$ cat src/rtl/pwm_capture_pkg.sv
// pwm_capture_pkg: register map, STATUS bit layout and FSM state type for pwm_capture.
// Ports: none (package).
package pwm_capture_pkg;

    localparam logic [1:0] ADDR_PERIOD = 2'd0;
    localparam logic [1:0] ADDR_HIGH   = 2'd1;
    localparam logic [1:0] ADDR_STATUS = 2'd2;
    localparam logic [1:0] ADDR_CTRL   = 2'd3;

    localparam int unsigned STAT_VALID     = 0;
    localparam int unsigned STAT_TIMEOUT   = 1;
    localparam int unsigned STAT_LEVEL     = 2;
    localparam int unsigned STAT_ENABLE    = 3;
    localparam int unsigned STAT_COUNT_LSB = 16;
    localparam int unsigned COUNT_W        = 16;

    typedef enum logic [1:0] {
        IDLE    = 2'd0,
        ARM     = 2'd1,
        MEASURE = 2'd2
    } state_t;

    // Assemble the STATUS word; unlisted bits read as zero.
    function automatic logic [31:0] status_word(
        input logic               valid,
        input logic               timeout,
        input logic               level,
        input logic               enable,
        input logic [COUNT_W-1:0] count
    );
        logic [31:0] w;
        w                                       = '0;
        w[STAT_VALID]                           = valid;
        w[STAT_TIMEOUT]                         = timeout;
        w[STAT_LEVEL]                           = level;
        w[STAT_ENABLE]                          = enable;
        w[STAT_COUNT_LSB +: COUNT_W]            = count;
        return w;
    endfunction

endpackage

$ cat src/rtl/pwm_edge_sync.sv
// pwm_edge_sync: two-flop synchronizer for the asynchronous PWM input plus
// a one-cycle delayed copy for rising-edge detection.
// Ports: clk, rst (sync, active-high), pwm_in (async) -> pwm_s (synchronized
// level), rise (one-cycle pulse on the first synchronized high cycle).
module pwm_edge_sync
    import pwm_capture_pkg::*;
(
    input  logic clk,
    input  logic rst,
    input  logic pwm_in,
    output logic pwm_s,
    output logic rise
);

    logic meta;
    logic prev;

    // Synchronizer chain and edge-detect history.
    always_ff @(posedge clk) begin
        if (rst) begin
            meta  <= 1'b0;
            pwm_s <= 1'b0;
            prev  <= 1'b0;
        end else begin
            meta  <= pwm_in;
            pwm_s <= meta;
            prev  <= pwm_s;
        end
    end

    assign rise = pwm_s & ~prev;

endmodule

$ cat src/rtl/pwm_capture.sv
// pwm_capture: Avalon-MM slave measuring period and high time of a PWM input
// in clock cycles, with timeout on a stuck input.
// Ports: clk, rst (sync, active-high); Avalon slave avs_address[1:0],
// avs_read, avs_write, avs_writedata[31:0], avs_readdata[31:0] (latency 1);
// pwm_in (asynchronous PWM input).
module pwm_capture
    import pwm_capture_pkg::*;
#(
    parameter int unsigned CNT_W   = 32,
    parameter int unsigned TIMEOUT = 50_000_000
)
(
    input  logic        clk,
    input  logic        rst,
    input  logic [1:0]  avs_address,
    input  logic        avs_read,
    input  logic        avs_write,
    input  logic [31:0] avs_writedata,
    output logic [31:0] avs_readdata,
    input  logic        pwm_in
);

    localparam logic [CNT_W-1:0] TIMEOUT_CNT = CNT_W'(TIMEOUT);
    localparam logic [CNT_W-1:0] CNT_ONE     = CNT_W'(1);

    logic               pwm_s;
    logic               rise;
    state_t             state;
    logic               enable;
    logic               valid;
    logic               timeout;
    logic [CNT_W-1:0]   period_cnt;
    logic [CNT_W-1:0]   high_cnt;
    logic [CNT_W-1:0]   period_reg;
    logic [CNT_W-1:0]   high_reg;
    logic [CNT_W-1:0]   high_shadow;
    logic [COUNT_W-1:0] capture_count;
    logic               ctrl_wr;
    logic               unused_wdata;

    pwm_edge_sync u_sync (
        .clk    (clk),
        .rst    (rst),
        .pwm_in (pwm_in),
        .pwm_s  (pwm_s),
        .rise   (rise)
    );

    assign ctrl_wr      = avs_write && (avs_address == ADDR_CTRL);
    assign unused_wdata = ^avs_writedata[31:1];

    // Measurement FSM, counters, register file and registered read mux.
    always_ff @(posedge clk) begin
        if (rst) begin
            state         <= IDLE;
            enable        <= 1'b0;
            valid         <= 1'b0;
            timeout       <= 1'b0;
            period_cnt    <= '0;
            high_cnt      <= '0;
            period_reg    <= '0;
            high_reg      <= '0;
            high_shadow   <= '0;
            capture_count <= '0;
            avs_readdata  <= '0;
        end else begin
            // A disable write overrides any same-cycle rise or timeout.
            if (ctrl_wr && !avs_writedata[0]) begin
                state      <= IDLE;
                enable     <= 1'b0;
                valid      <= 1'b0;
                timeout    <= 1'b0;
                period_cnt <= '0;
                high_cnt   <= '0;
            end else if (ctrl_wr && avs_writedata[0] && state == IDLE) begin
                state      <= ARM;
                enable     <= 1'b1;
                period_cnt <= '0;
                high_cnt   <= '0;
            end else begin
                case (state)
                    IDLE: begin
                        period_cnt <= '0;
                        high_cnt   <= '0;
                    end
                    ARM: begin
                        // First edge only starts the measurement window.
                        if (rise) begin
                            state      <= MEASURE;
                            period_cnt <= CNT_ONE;
                            high_cnt   <= CNT_ONE;
                        end
                    end
                    MEASURE: begin
                        if (rise) begin
                            period_reg    <= period_cnt;
                            high_reg      <= high_cnt;
                            valid         <= 1'b1;
                            timeout       <= 1'b0;
                            capture_count <= capture_count + COUNT_W'(1);
                            period_cnt    <= CNT_ONE;
                            high_cnt      <= CNT_ONE;
                        end else if (period_cnt == TIMEOUT_CNT) begin
                            timeout    <= 1'b1;
                            valid      <= 1'b0;
                            state      <= ARM;
                            period_cnt <= '0;
                            high_cnt   <= '0;
                        end else begin
                            if (period_cnt != '1) begin
                                period_cnt <= period_cnt + CNT_ONE;
                            end
                            if (pwm_s && high_cnt != '1) begin
                                high_cnt <= high_cnt + CNT_ONE;
                            end
                        end
                    end
                    default: begin
                        state <= IDLE;
                    end
                endcase
            end

            // PERIOD read snapshots the pre-update HIGH so the pair stays coherent.
            if (avs_read) begin
                case (avs_address)
                    ADDR_PERIOD: begin
                        avs_readdata <= 32'(period_reg);
                        high_shadow  <= high_reg;
                    end
                    ADDR_HIGH:   avs_readdata <= 32'(high_shadow);
                    ADDR_STATUS: avs_readdata <= status_word(valid, timeout, pwm_s,
                                                             enable, capture_count);
                    ADDR_CTRL:   avs_readdata <= {31'd0, enable};
                endcase
            end
        end
    end

endmodule
$ cat config.mk
export PLATFORM = sky130hd
export DESIGN_NAME = pwm_capture
export DESIGN_NICKNAME = d
export VERILOG_FILES = /design/src/rtl/pwm_capture_pkg.sv /design/src/rtl/pwm_edge_sync.sv /design/src/rtl/pwm_capture.sv
export SDC_FILE = /design/constraint.sdc
export NUM_CORES = 1
export LEC_CHECK = 0
export ABC_AREA = 1
export CORE_MARGIN = 8
export CORE_UTILIZATION = 50
export DETAILED_ROUTE_END_ITERATION = 10
export PLACE_DENSITY_LB_ADDON = 0.1
export SKIP_CTS_REPAIR_TIMING = 1
export SYNTH_ARGS = -nofsm -noshare
export SYNTH_HDL_FRONTEND = slang
export SYNTH_HIERARCHICAL = 1
export SYNTH_SLANG_ARGS = --single-unit
export TNS_END_PERCENT = 1
$ cat constraint.sdc
create_clock -name clk -period 2.1 [get_ports clk]
set_input_delay 0.21 -clock clk [delete_from_list [all_inputs] [get_ports clk]]
set_output_delay 0.21 -clock clk [all_outputs]
set_load 0.01 [all_outputs]
==> results.ini, run 1 <==
[critical_path]
cp.required_ns = 2.57
rr_endpoint = period_cnt[27]
crit_slowest_cell = dfxtp_1
max_stage_delay_ns = 0.41
path_delay_family = simple AND/OR/NAND/NOR gates
worstSetupPathType = reg2reg
startpoint = period_cnt[0]
start_kind = register
crit_path_cell_trace = ha_1 -> nand2_2 -> nor2_4 -> nand2_4 -> nor2_4 -> nand3_2 -> clkinv_1 -> nand2_4 -> nand2_4 -> nand2_2 -> inv_1 -> nand2_1 -> nand2_1
crit_buf_inv = 2
crit_path_end_kind = register
critPathMostFrequentCell = nand2_4
ff2ff_setup_slack_ns = 0.11
critPathArrivalTime_ns = 2.46
r2r_cells = 13
r2r_start = period_cnt[0]
crit_fanout = 11

[timing]
worst_slack_ns = 0.111
period_needed_ns = 1.99
hold_viol_final = 0
setup_viol = 0
rsz0062_at_grt = true
worst_slew_pin_slew_ns = 0.484
slew_viol_final = 0
clock-skew-final_ns = 0.0111
relSlewSlack = 0.675
fmax_mhz = 503
tns_ns = 0
period_share = 0.947

[logic_synthesis]
seq_area_frac_synth = 0.411
synth_top_family_by_area = simple AND/OR/NAND/NOR gates
synth.area.mux_share = 0
synth_compound_area_frac = 0.152
synth_area_leaders = dfxtp_1, nand2_1, nor2_1, o21ai_0, inv_1
yosys.area.top_type = dfxtp_1
synth.cell_area_mm2 = 0.0105
synth_cells = 1590
yosys_warnings = 6
syn_avg_cell_area_um2 = 6.61
yosys.area_share.simple = 0.317
synthAdderAreaFrac = 0.00952
syn_nets = 1637
synth_cell_types = 38
ys_ff_latch = 216
synth_top_area_frac = 0.411
synthXorXnorAreaFrac = 0.0117

[placed_design]
portBuffers = 39
dp_hpwl_um = 22800
gp_congestion = 0.993
post-place-ws_ns = -0.0143

[worst_hold_path]
holdCritStartpoint = pwm_in
hold_path_depth = 3
hold_end = u_sync/meta
hold_class = in2reg

[floorplan]
coreArea_mm2 = 0.0208
io_pins = 71
fp.dieH_um = 161
die_x_um = 161
row_count = 53
start_util = 0.505
dieArea_mm2 = 0.0259

[finish]
nets = 1712
syn_to_final_growth_pct = 18.7
num_antenna_cells = 0
drive_gt1_frac = 0.105
nFillCells = 2063

[global_route]
grt-ovfl-total = 0
grt_use_total = 0.236
grt_max_degree = 101
grt_pass1_wl_um = 50200
grt_antenna_before_repair = 0
grt_pass1_vias = 9327

[route]
drt-wirelength-per-cell_um = 16.2
postRouteAntennaNets = 0
drt-total-wl_um = 31700
drc_errors = 0
vias = 10400
viasPerCell = 5.34
firstDrtPassIters = 5
drt-initial-drc-count = 978

[pwr]
p_per_area_mw_per_mm2 = 869
ir_drop_uv = 444
total_leakage_power_nw = 5.31

[clocking]
cts.clk_slew.worst_paths_ns = 0.07
htreeDepth = 1
cts_max_path_buffers = 3
cts_inserted_buffers = 23
cts_tree = done
clock_sinks = 216
clock_latency_ns = 0.52
cts_root_buf = clkbuf_16

[job]
max_cap_viol_count = 0

[outcome]
status = completed

per-layer routing:
| layer | share of wire | track usage | up-vias |
|---|---|---|---|
| met3 | 0.065 | 0.0328 | 49 |
| met4 | 0.018 | 0.0589 | 0 |
| met2 | 0.45 | 0.370 | 336 |
| met1 | 0.47 | 0.336 | 4799 |
| li1 | - | - | 5256 |
| met5 | 0 | 0 | - |
worst register-to-register path, stage by stage, from the launching register on:
cell,delay [ns]
dfxtp_1,0.41
ha_1,0.23
nand2_2,0.08
nor2_4,0.13
nand2_4,0.09
nor2_4,0.13
nand3_2,0.09
clkinv_1,0.08
nand2_4,0.06
nand2_4,0.12
nand2_2,0.22
inv_1,0.18
nand2_1,0.07
nand2_1,0.06
through the flow:
| step | cell area [µm²] | total power, mW | hold slack (ns) | std cells | util |
|---|---|---|---|---|---|
| 6_report | 12500 | 10.9 | 0.215 | 1955 | 0.600 |
| 5_1_grt | 12500 | 11.3 | 0.229 | 1955 | 0.600 |
| 4_1_cts | 12400 | 10.8 | 0.211 | 1953 | 0.594 |
| 3_5_place_dp | 11600 | 6.72 | 0.407 | 1913 | 0.558 |
| 3_3_place_gp | 11600 | 6.70 | 0.405 | 1913 | 0.558 |
| 2_1_floorplan | 10500 | 5.94 | 0.279 | 1590 | - |
logic make-up after synthesis:
| family | Yosys count |
|---|---|
| AOI/OAI and AO/OA | 305 |
| xor gates and xnor gates | 14 |
| adders and majority gates | 8 |
| buffers and inverters | 258 |
| DFF | 216 |
| and+or+nand+nor | 789 |
cells in the mapped netlist:
cell	count
inv_2	5
nand3_2	1
nor3_1	41
o21ai_1	6
nand2_1	392
a21oi_1	114
o21ai_0	155
a21o_1	1
xnor2_1	2
nand3b_2	1
or2_2	3
clkbuf_1	44
nand3b_1	2
nand2_2	5
clkinv_2	1
buf_1	2
nor4_1	4
o211ai_1	2
o211a_1	1
inv_1	174
nand2_4	4
nor2_1	214
nand4_1	25
clkinv_1	5
nor2_2	6
buf_6	4
ha_1	8
a41oi_1	8
buf_2	18
nor2_4	7
xor2_1	12
a31oi_1	14
o21a_1	1
buf_4	5
a221oi_1	1
dfxtp_1	216
nand3_1	84
o21bai_1	2
area by class of cell:
type | instances | area (µm²) | share of cell area
Timing Repair Buffer | 123 | 1130 | 0.0905
Tap cell | 275 | 344 | 0.0276
Clock buffer | 31 | 656 | 0.0525
Multi-Input combinational cell | 1116 | 5220 | 0.418
Sequential cell | 216 | 4330 | 0.347
Inverter | 185 | 702 | 0.0562
Clock inverter | 9 | 108 | 0.00862
cells in the final DEF (no fill, tap or decap), types with 6 or more instances in the layout:
master / n
clkbuf_16: 24
a41oi_1: 8
nor2_1: 207
o21ai_0: 154
dfxtp_1: 213
ha_1: 6
o21ai_1: 7
inv_1: 172
a21oi_1: 113
a31oi_1: 14
nand2_4: 6
nand4_1: 25
nor2_2: 11
buf_12: 7
nor2_4: 9
clkdlybuf4s50_1: 39
nand2_1: 387
nor3_1: 39
nand2_2: 8
nand3_1: 84
buf_4: 75
xor2_1: 12
worst max path at each step:
stage | end | slack, ns | cells after the start
floorplan | period_cnt[30] | 0.36 | 11
global placement | capture_count[4] | -0.05 | 9
detailed placement | capture_count[4] | -0.01 | 9
CTS | capture_count[4] | 0.02 | 10
global route | period_cnt[20] | -0.01 | 13
finish | period_cnt[27] | 0.11 | 13
power breakdown:
group / total (mW) / switching [mW] / internal [mW]
Combinational: 2.27 / 1.49 / 0.782
Sequential: 4.44 / 0.136 / 4.30
Clock: 4.14 / 1.71 / 2.44
Total: 10.9 / 3.33 / 7.52
(Power assumes the default switching activity.)
==> inputs of run 2 (changes only) <==
CORE_MARGIN = 4   (was 8)
==> run 2 against run 1 <==
Global-route usage up 2.1 points. Non-clock buffer count down 1. Via count down 0.81%. Clock skew down 0.0033 ns. First-iteration DRC count down 18%. Sequential share of layout area up 0.070 points. Core utilization up 1.0 points. Die area down 9.7%. Largest power group unchanged.
==> results.ini, run 2 (synthesis gave the netlist of run 1 again) <==
[clocking]
cts.clk_slew.worst_paths_ns = 0.06
cts_max_path_buffers = 3
htreeDepth = 1
clock_latency_ns = 0.52
cts_inserted_buffers = 24
cts_root_buf = clkbuf_16
clock_sinks = 216
cts_tree = done

[worst_hold_path]
hold_class = in2reg

[critical_path]
crit_path_end_kind = register
worstSetupPathType = reg2reg
critPathArrivalTime_ns = 2.39
start_kind = register
crit_fanout = 12
cp.required_ns = 2.52

[route]
drt-total-wl_um = 31400
drt-wirelength-per-cell_um = 16.1
firstDrtPassIters = 5
viasPerCell = 5.30
drc_errors = 0
drt-initial-drc-count = 803
vias = 10400
postRouteAntennaNets = 0

[placed_design]
post-place-ws_ns = 0.0312
portBuffers = 39
placed_cells = 1909
gp_congestion = 0.989
placed_cell_area_mm2 = 0.0116
dp_hpwl_um = 22500

[timing]
clock-skew-final_ns = 0.00774
rsz0062_at_grt = true
slew_viol_final = 0
hold_viol_final = 0
period_needed_ns = 1.97
relSlewSlack = 0.684
setup_viol = 0
period_share = 0.938
fmax_mhz = 508
worst_slew_pin_slew_ns = 0.470
worst_slack_ns = 0.130

[outcome]
status = completed

[pwr]
p_per_area_mw_per_mm2 = 867
ir_drop_uv = 552
p_total_mw = 10.8
total_leakage_power_nw = 5.33

[global_route]
grt_pass1_wl_um = 49800
grt_use_total = 0.258
grt_antenna_before_repair = 0
grt_pass1_vias = 9553
grt-ovfl-total = 0
grt_max_degree = 63

[floorplan]
io_pins = 71
coreArea_mm2 = 0.0204
die_x_um = 153
row_count = 52
start_util = 0.515
fp.dieH_um = 153
dieArea_mm2 = 0.0234

[finish]
layout_commonest_cell = nand2_1
final_cells = 1953
nets = 1713
num_antenna_cells = 0
syn_to_final_growth_pct = 18.5
mostFrequentLayoutCells = nand2_1, dfxtp_1, nor2_1
drive_gt1_frac = 0.102
nFillCells = 2011
final_area_mm2 = 0.0125

[job]
max_cap_viol_count = 0

-- run 2: cell count changes in the layout (fill, tap and decap cells not counted), sizes merged --
cell	previous run	this run
nor2	227	228
bufinv	2	1
clkinv	12	15
inv	178	179
clkbuf	32	33
clkinvlp	2	0
-- run 2: critical path, cell delays in order, from the launching register on --
cell,delay [ns]
dfxtp_1,0.36
buf_4,0.13
ha_1,0.19
nand2_2,0.08
nor2_4,0.12
nand2_4,0.08
nor2_4,0.16
nand3_2,0.13
clkinv_1,0.09
nand2_4,0.06
nand2_4,0.07
buf_4,0.19
o21ai_0,0.10
nand2_1,0.06
inv_1,0.03
-- run 2: final timing paths --
check	startpoint	endpoint	slack (ns)	depth (start not counted)
worst max-delay path	period_cnt[0]	period_cnt[13]	0.13	14
worst min-delay path	pwm_in	u_sync/meta	0.22	3
worst min register to register	u_sync/meta	u_sync/pwm_s	0.41	2
worst max register to register	period_cnt[0]	period_cnt[13]	0.13	14
-- run 2: power breakdown --
part | switching (mW) | total, mW | leakage, nW | internal (mW)
Sequential | 0.134 | 4.44 | 1.75 | 4.30
Clock | 1.71 | 4.12 | 0.391 | 2.41
Combinational | 1.51 | 2.25 | 3.19 | 0.740
Total | 3.35 | 10.8 | 5.33 | 7.45
-- run 2: cell type report --
type / count / area, µm² / area share
multi-input combinational: 1117 / 5210 / 0.418
sequential: 216 / 4330 / 0.347
inverter: 185 / 697 / 0.0559
tap: 270 / 338 / 0.0271
timing repair buffer: 122 / 1110 / 0.0894
clock buffer: 33 / 684 / 0.0549
clock inverter: 10 / 92.6 / 0.00743
-- run 2: stage by stage --
step | TNS (ns) | utilization | hold WS (ns)
2_1_floorplan | 0 | - | 0.279
3_3_place_gp | 0 | 0.569 | 0.402
3_5_place_dp | 0 | 0.569 | 0.407
4_1_cts | 0 | 0.607 | 0.204
5_1_grt | -0.135 | 0.610 | 0.229
6_report | 0 | 0.610 | 0.216
-- run 2: layer usage --
layer	global-route usage	part of all wire	up-vias
met3	0.0424	0.064	42
met5	0	0	-
met1	0.358	0.46	4753
met4	0.0628	0.017	0
li1	-	-	5273
met2	0.421	0.46	287
